File: config.mk
export PLATFORM = sky130hd
export DESIGN_NAME = pipeline_ctrl
export DESIGN_NICKNAME = d
export VERILOG_FILES = /design/src/rtl/pipeline_ctrl_pkg.sv /design/src/rtl/mdu_timer.sv /design/src/rtl/pipeline_ctrl.sv
export SDC_FILE = /design/constraint.sdc
export NUM_CORES = 1
export LEC_CHECK = 0
export CELL_PAD_IN_SITES_DETAIL_PLACEMENT = 0
export CELL_PAD_IN_SITES_GLOBAL_PLACEMENT = 1
export CORE_AREA = 5 5 99 101
export DETAILED_ROUTE_END_ITERATION = 8
export DIE_AREA = 0 0 104 106
export PLACE_DENSITY_LB_ADDON = 0.25
export SLEW_MARGIN = 20
export SYNTH_ARGS = -nofsm -noshare
export SYNTH_HDL_FRONTEND = slang
export SYNTH_SLANG_ARGS = --single-unit
File: constraint.sdc
create_clock -name clk -period 4.33 [get_ports clk]
set_input_delay 0.866 -clock clk [delete_from_list [all_inputs] [get_ports clk]]
set_output_delay 0.866 -clock clk [all_outputs]
set_load 0.03 [all_outputs]
File: src/rtl/pipeline_ctrl_pkg.sv
// ---------------------------------------------------------------------------
// pipeline_ctrl_pkg
//   Definitions shared by the pipeline hazard controller and its mul/div
//   occupancy timer.
//   Contents:
//     state_t          IDLE / BUSY encoding of the mul/div occupancy FSM
//     MDU_LAT_DEFAULT  default EX-stage occupancy of a mul/div instruction
//     MDU_LAT_MIN/MAX  legal occupancy range
//     CNT_W            width of the occupancy down-counter
//     CNT_MAX          saturation value of the 32-bit event counters
//     mdu_load_value() counter preload for a given occupancy
// ---------------------------------------------------------------------------
package pipeline_ctrl_pkg;

  typedef enum logic {
    IDLE = 1'b0,
    BUSY = 1'b1
  } state_t;

  localparam int MDU_LAT_DEFAULT = 4;
  localparam int MDU_LAT_MIN     = 2;
  localparam int MDU_LAT_MAX     = 16;

  localparam int CNT_W = 4;

  localparam logic [31:0] CNT_MAX = 32'hFFFF_FFFF;

  // The first occupancy cycle is spent in IDLE (the start cycle) and the
  // last one is the cnt==0 cycle in BUSY, so the counter is preloaded with
  // two less than the total occupancy.
  function automatic logic [CNT_W-1:0] mdu_load_value(input int lat);
    return CNT_W'(lat - 2);
  endfunction

endpackage

File: src/rtl/mdu_timer.sv
// ---------------------------------------------------------------------------
// mdu_timer
//   4-bit down-counter tracking how many EX cycles a mul/div instruction
//   still occupies.
//   Ports:
//     clk       in   clock, rising edge
//     rstn      in   asynchronous active-low reset (counter -> 0)
//     load      in   load load_val this cycle (takes priority over dec)
//     load_val  in   value to load
//     dec       in   decrement this cycle (ignored when already zero)
//     cnt       out  current count
//     zero      out  count is zero
// ---------------------------------------------------------------------------
module mdu_timer
  import pipeline_ctrl_pkg::*;
(
  input  logic             clk,
  input  logic             rstn,
  input  logic             load,
  input  logic [CNT_W-1:0] load_val,
  input  logic             dec,
  output logic [CNT_W-1:0] cnt,
  output logic             zero
);

  logic [CNT_W-1:0] cnt_reg;

  always_ff @(posedge clk or negedge rstn) begin
    if (!rstn) begin
      cnt_reg <= '0;
    end else if (load) begin
      cnt_reg <= load_val;
    end else if (dec && (cnt_reg != '0)) begin
      cnt_reg <= cnt_reg - 1'b1;
    end
  end

  assign cnt  = cnt_reg;
  assign zero = (cnt_reg == '0);

endmodule

File: src/rtl/pipeline_ctrl.sv
// ---------------------------------------------------------------------------
// pipeline_ctrl
//   Hazard controller for a classic 5-stage pipeline. Resolves, in priority
//   order, the multi-cycle mul/div stall, taken-branch flush and load-use
//   stall, and keeps saturating counts of stall cycles and branch flushes.
//   All pipeline control outputs are combinational from the FSM state, the
//   occupancy count and the current inputs.
//   Parameters:
//     MDU_LAT          EX occupancy of a mul/div instruction (2..16)
//   Ports:
//     clk              in   clock, rising edge
//     rstn             in   asynchronous active-low reset
//     IF_ID_rs/rt      in   source registers of the instruction in ID
//     ID_EX_mem_read   in   instruction in EX is a load
//     ID_EX_rt         in   load destination register in EX
//     ID_EX_mdu_op     in   instruction in EX is mul/div
//     EX_branch_taken  in   branch/jump in EX resolved taken
//     pc_write         out  PC update enable
//     if_id_write      out  IF/ID register enable
//     id_ex_write      out  ID/EX register enable
//     if_id_flush      out  clear IF/ID to NOP
//     id_ex_flush      out  clear ID/EX control to bubble
//     ex_mem_flush     out  clear EX/MEM control to bubble
//     mdu_start        out  one-cycle start pulse to the multi-cycle unit
//     mdu_done         out  final EX cycle of a mul/div
//     stall_count      out  saturating count of cycles with pc_write=0
//     flush_count      out  saturating count of branch flushes
// ---------------------------------------------------------------------------
module pipeline_ctrl
  import pipeline_ctrl_pkg::*;
#(
  parameter int MDU_LAT = MDU_LAT_DEFAULT
) (
  input  logic        clk,
  input  logic        rstn,
  input  logic [4:0]  IF_ID_rs,
  input  logic [4:0]  IF_ID_rt,
  input  logic        ID_EX_mem_read,
  input  logic [4:0]  ID_EX_rt,
  input  logic        ID_EX_mdu_op,
  input  logic        EX_branch_taken,
  output logic        pc_write,
  output logic        if_id_write,
  output logic        id_ex_write,
  output logic        if_id_flush,
  output logic        id_ex_flush,
  output logic        ex_mem_flush,
  output logic        mdu_start,
  output logic        mdu_done,
  output logic [31:0] stall_count,
  output logic [31:0] flush_count
);

  localparam logic [CNT_W-1:0] LOAD_VAL = mdu_load_value(MDU_LAT);

  state_t           state_reg;
  logic [CNT_W-1:0] cnt;
  logic             cnt_zero;
  logic             timer_dec;

  logic             mdu_stall;
  logic             branch_flush;
  logic             load_use_hit;
  logic             load_use_stall;

  logic [31:0]      stall_count_reg;
  logic [31:0]      flush_count_reg;

  // -------------------------------------------------------------------------
  // Occupancy counter
  // -------------------------------------------------------------------------
  assign timer_dec = (state_reg == BUSY) && !cnt_zero;

  mdu_timer u_mdu_timer (
    .clk      (clk),
    .rstn     (rstn),
    .load     (mdu_start),
    .load_val (LOAD_VAL),
    .dec      (timer_dec),
    .cnt      (cnt),
    .zero     (cnt_zero)
  );

  // -------------------------------------------------------------------------
  // Mul/div occupancy FSM. The done cycle always returns to IDLE, so a
  // mul/div seen during it is only picked up on the following cycle.
  // -------------------------------------------------------------------------
  always_ff @(posedge clk or negedge rstn) begin
    if (!rstn) begin
      state_reg <= IDLE;
    end else begin
      case (state_reg)
        IDLE:    if (ID_EX_mdu_op) state_reg <= BUSY;
        BUSY:    if (cnt_zero)     state_reg <= IDLE;
        default:                   state_reg <= IDLE;
      endcase
    end
  end

  // -------------------------------------------------------------------------
  // Hazard detection. Every condition is qualified with rstn so that the
  // outputs sit at their idle values for the whole reset, whatever the
  // inputs are doing.
  // -------------------------------------------------------------------------
  always_comb begin
    mdu_stall = 1'b0;
    mdu_start = 1'b0;
    mdu_done  = 1'b0;
    if (rstn) begin
      if (state_reg == IDLE) begin
        if (ID_EX_mdu_op) begin
          mdu_stall = 1'b1;
          mdu_start = 1'b1;
        end
      end else if (!cnt_zero) begin
        mdu_stall = 1'b1;
      end else begin
        mdu_done = 1'b1;
      end
    end
  end

  // $zero is never a real dependency, so a load targeting it cannot stall.
  assign load_use_hit = rstn && ID_EX_mem_read && (ID_EX_rt != 5'd0) &&
                        ((ID_EX_rt == IF_ID_rs) || (ID_EX_rt == IF_ID_rt));

  assign branch_flush   = rstn && EX_branch_taken && !mdu_stall;
  assign load_use_stall = load_use_hit && !mdu_stall && !EX_branch_taken;

  always_comb begin
    pc_write     = 1'b1;
    if_id_write  = 1'b1;
    id_ex_write  = 1'b1;
    if_id_flush  = 1'b0;
    id_ex_flush  = 1'b0;
    ex_mem_flush = 1'b0;
    if (mdu_stall) begin
      // Freeze the front end and keep EX/MEM fed with bubbles while the
      // multi-cycle unit holds the EX stage.
      pc_write     = 1'b0;
      if_id_write  = 1'b0;
      id_ex_write  = 1'b0;
      ex_mem_flush = 1'b1;
    end else if (branch_flush) begin
      // The two younger instructions are on the wrong path.
      if_id_flush  = 1'b1;
      id_ex_flush  = 1'b1;
    end else if (load_use_stall) begin
      // Hold the dependent instruction in ID and insert one bubble into EX.
      pc_write     = 1'b0;
      if_id_write  = 1'b0;
      id_ex_flush  = 1'b1;
    end
  end

  // -------------------------------------------------------------------------
  // Saturating event counters
  // -------------------------------------------------------------------------
  always_ff @(posedge clk or negedge rstn) begin
    if (!rstn) begin
      stall_count_reg <= '0;
      flush_count_reg <= '0;
    end else begin
      if (!pc_write && (stall_count_reg != CNT_MAX)) begin
        stall_count_reg <= stall_count_reg + 32'd1;
      end
      if (branch_flush && (flush_count_reg != CNT_MAX)) begin
        flush_count_reg <= flush_count_reg + 32'd1;
      end
    end
  end

  assign stall_count = stall_count_reg;
  assign flush_count = flush_count_reg;

endmodule
## Word level (Yosys, flattened, before mapping)

Cells that the tools add are included.

- Register bits after elaboration: 69
- Output and inout port bits: 72
- Logic and storage cells: 54

- $add $sub $neg: 3
- Equality and inequality tests: 4
- Multiplexer cells: 22
- Bitwise logic cells: 1
- Reductions and logical operators: 20

Operators by type and width:

| operator | count |
|---|---|
| 32-bit by 1-bit adder with 32-bit output (second input constant) | 2 |
| 32-bit != test (second input constant) | 2 |
| 1-bit two-way mux | 19 |
| 1-bit logical AND | 11 |
| 5-bit equality test | 2 |
| 4-bit two-way mux | 2 |
| 5-bit nonzero test | 1 |
| 1-bit zero test | 4 |
| 4-bit zero test | 1 |
| 4-bit nonzero test | 1 |
| 4-bit by 1-bit subtractor with 4-bit output (second input constant) | 1 |
| 1-bit case mux with 2 select lines | 1 |
| 2-bit nonzero test | 1 |
| 1-bit logical OR | 1 |
| 1-bit inverter | 1 |

## Depth between registers and ports, before layout

- Depth in word-level cells: 12
- Depth in mapped cells: 11
- Depth with buffers taken out: 9

## Hierarchy

A second synthesis with hierarchy kept.

- Cell total of the unflattened synthesis: 355
- Area total of the unflattened synthesis: 3796.1 sq um

Modules (own cells, without submodules):

| module | instances | cells each | area an instance (sq um) | sequential area each (sq um) |
|---|---|---|---|---|
| pipeline_ctrl | 1 | 328 | 3525.9 | 1626.6 |
| mdu_timer | 1 | 27 | 270.3 | 100.1 |

## Worst setup path after synthesis

OpenSTA, ideal clock, no wires.

- Path kind: input-to-output
- Start point: input ID_EX_rt[1]
- End point: output pc_write
- Arrival time: 2.199 ns
- Path slack: 1.265 ns
- Stages: 5
- Path buffers: 1
- Cells stage by stage: or4_1 nor2_1 nor4_4 a21oi_4 buf_4

- Word-level cells in the longest chain between the ends: 8
- Elaborated cells on any way between the ends: 11

Ends and longest elaborated chain:

| what | RTL line | source |
|---|---|---|
| start: declaration | pipeline_ctrl.sv:39 | `input logic [4:0] ID_EX_rt,` |
| 5-bit equality test or 5-bit nonzero test (tied branches) | pipeline_ctrl.sv:125, pipeline_ctrl.sv:124 |  |
| 1-bit logical OR or 1-bit logical AND (tied branches) | pipeline_ctrl.sv:125, pipeline_ctrl.sv:124 |  |
| 1-bit logical AND (*) | pipeline_ctrl.sv:124 | `assign load_use_hit = rstn && ID_EX_mem_read && (ID_EX_rt != 5'd0) &&` |
| 1-bit logical AND (*) (2 in series) | pipeline_ctrl.sv:128 | `assign load_use_stall = load_use_hit && !mdu_stall && !EX_branch_taken;` |
| 1-bit two-way mux (*) (3 in series) | n/a |  |
| end: declaration | pipeline_ctrl.sv:42 | `output logic pc_write,` |

Every way passes the cells marked *; elsewhere a longest branch is shown, timed or not.

## Worst setup path in the final report

- Start point: input ID_EX_rt[1]
- End point: output pc_write

- Word-level cells in the longest chain between the ends: 8
- Elaborated cells on any way between the ends: 11

Ends and longest elaborated chain:

| what | RTL line | source |
|---|---|---|
| 5-bit equality test or 5-bit nonzero test (tied branches) | pipeline_ctrl.sv:125, pipeline_ctrl.sv:124 |  |
| 1-bit logical OR or 1-bit logical AND (tied branches) | pipeline_ctrl.sv:125, pipeline_ctrl.sv:124 |  |
| 1-bit logical AND (*) | pipeline_ctrl.sv:124 |  |
| 1-bit logical AND (*) (2 in series) | pipeline_ctrl.sv:128 |  |
| 1-bit two-way mux (*) | pipeline_ctrl.sv:148 | `end else if (load_use_stall) begin` |
| 1-bit two-way mux (*) | pipeline_ctrl.sv:144 | `end else if (branch_flush) begin` |
| 1-bit two-way mux (*) | pipeline_ctrl.sv:137 | `if (mdu_stall) begin` |

Marked as above.

==> results.md <==
* Synthesized flop and latch total at 69
* Worst Path Class, Setup: in2out
* Status: finished, final reports clean
* Post-cts hold buffer count at 0
* Crit path arrival time at 3140 ps
* Final HPWL DP at about 5700 um
* GPL Wtd Cong at 0.734
* Internal power at 1180 uW
* Worst R2R Start: u_mdu_timer.cnt[0]
* Synth Area per Inst at 10.9 sq um
* Worst Path Max Fanout at 7
* H-tree depth at 3
* Delay-heaviest family, CP: buffers and inverters
* Synth area leader: dfrtp_1
* Critical path's largest stage delay at about 730 ps
* Via count at between 2k and 3k
* Logic gate share of total power at 0.299
* Synth-to-layout area growth at 33.5%
* CTS resizes at 0
* Storage cell area at between 1500 and 2000 sq um
* Mapped Cells at 321
* Clock transition at path regs at approximately 80 ps
* Filler instances at 836
* Row cnt at 35
* Relative slew slack at 0.429
* Total power at 1810 uW
* Critical Path Sink Type: output pin
* CTS tree: yes
* Peak VDD IR at ~0.34 mV
* Worst path cell trace: clkdlybuf4s50_1, or4_1, nor2_1, nor4_4, a21oi_4, clkdlybuf4s50_1
* Global-route wire length before repair at 13500 um
* Hold WC Path Type: in2async
* CP required at 3460 ps
* Largest net degree at the start of global routing at 69
* Switching pwr at 635 uW
* Die area at 11000 sq um
* PwrDens at a little under 400 nW/um^2
* Die Wd at 104 um
* DR iter-0 viols at 52
* Sequential-to-total area share from yosys stat at 0.493
* Nets at 441
* Longest Clk Path Bufs at 2
* Root buffer cell: clkbuf_8
* Buf+Inv Stages, Crit Path at 2
* Clock power frac at 0.259
* Num CTS Buffers at 9
* Max-Cap Viols at 0
* Synth top area share at 0.493
* Max frequency at between 200 and 250 MHz
* Actual slew at the worst max-slew pin at 856 ps
* Most frequent CP cell: clkdlybuf4s50_1
* Via density at 5.02
* Commonest cells post-synth: 69 x dfrtp_1, 54 x xnor2_1, 34 x nand2_1
* GRT Total Usage at 0.148
* Setup TNS at 0 ps
* Clk_skew at 14.3 ps
* Setup crit start kind: primary input
* Drt total wl at 7780 um
* Number of flops mapped to enable cells by yosys at 0
* Clock sink count at 69
* Die height at between 100 and 150 um
* Sequential share of power at 0.442
* Clk_lat worst skew at 340 ps
* Slew Limit Fails at 0
* Synth unique cells at 42
* Slowest-stage cell, CP: clkdlybuf4s50_1
* Placed Area at 4500 sq um
* I/O pin count at roughly 90
* Post-synth top flop: dfrtp_1
* Ratio of cells with drive above 1 in the final layout at 0.0946
* Final Critical Period at 4010 ps
* Switching part of the total at 0.350
* Count leader, synth: dfrtp_1
* Cell Area, Synth at about 3500 sq um
* Async S/R FF share, synth at 1.00
* DR pass1 iterations at 4
* Ant diodes at 0
* Final setup fails at 0
* Total core area at 8930 sq um
* Total gr overflow at 0
* Number of setup buffers added after CTS at 0
* Final instance area at between 4000 and 5000 sq um
* YS warnings at 0
* Area of the multi-input gates at 1700 sq um
* Initial antenna violation count at 0
* # DRC at 0
* Final ANT Viol Nets at 0
* Crit share post-route at 0.926
* Top cells by area, synth: dfrtp_1 49%, xnor2_1 13%, xor2_1 5.0%, nand2_1 3.6%, nand4_1 3.4%
* Lkg Pwr at ~0.002 uW
* Vias in the first global route at between 2k and 3k
* IO Port Bufs at 91
* Crit path from: ID_EX_rt[1]
* RSZ-0062 raised after global routing: no
* Synthesized Nets at 344
* Hold Vio Cnt, Final at 0
* Initial Util at 0.392
* DR WL/cell at around 15 um
[per-layer routing]
metal  vias to the layer above  part of all wire  GRT usage  routed length, um
met4                         0             0.015     0.0564                119
met3                        11             0.052     0.0443                406
met5                         -                 0          0                  0
met2                        66              0.44      0.228               3450
li1                       1302                 -          -                  -
met1                      1301              0.49      0.196               3800
[cells by family (layout without fill, tap and decap cells)]
logic type	count (synthesis)	count (layout)	share of synthesized area
xor gates and xnor gates	75	75	0.190
adders and majority gates	3	3	0.0107
AOI/OAI and AO/OA	10	10	0.0282
and+or+nand+nor	152	152	0.254
buffers and inverters	11	113	0.0214
muxes	1	1	0.00321
DFF	69	69	0.493
[stage by stage]
step / hold WS [ps] / std cells / utilization / setup WS (ps)
floorplan: 482 / 321 / - / 1270
global placement: 477 / 518 / 0.504 / 307
detailed placement: 481 / 518 / 0.504 / 312
CTS: 310 / 534 / 0.524 / 300
global route: 313 / 534 / 0.524 / 235
finish: 326 / 534 / 0.524 / 321
[cells in the final DEF, fill, tap and decap left out, drive strengths merged, types with 2 or more instances in the layout]
cell            n
inv             5
nor2           29
nand2          34
a21oi           3
and2            7
nor4            3
nand4          21
ha              3
clkinvlp        3
clkinv          2
and4           10
and3           12
clkbuf         11
xor2           20
clkdlybuf4s50  90
buf             2
xnor2          55
dfrtp          69
a211o           2
nand3          24
nor3            6
[area by class of cell]
cell class	instances	share of cell area
Tap cell	111	0.0297
Sequential cell	69	0.369
Clock inverter	5	0.00776
Clock buffer	11	0.0302
Timing Repair Buffer	92	0.195
Multi-Input combinational cell	241	0.364
Inverter	5	0.00401
[power groups by stage]
stage	Clock, uW	Sequential, uW	Combinational [uW]
final	470	802	542
after detailed placement	0	814	547
after global placement	0	814	541
after CTS	489	803	550
after floorplan	0	892	268
after global routing	516	818	594
[final timing paths]
path / endpoint / slack (ps) / depth (start not counted)
max: pc_write / 320 / 6
min: state_reg / 330 / 1
max reg2reg: stall_count[29] / 1920 / 9
min reg2reg: stall_count[28] / 480 / 1
max in group asynchronous: flush_count[5] / 2950 / 2
min in group clk: stall_count[28] / 480 / 1
(Power assumes the default switching activity.)
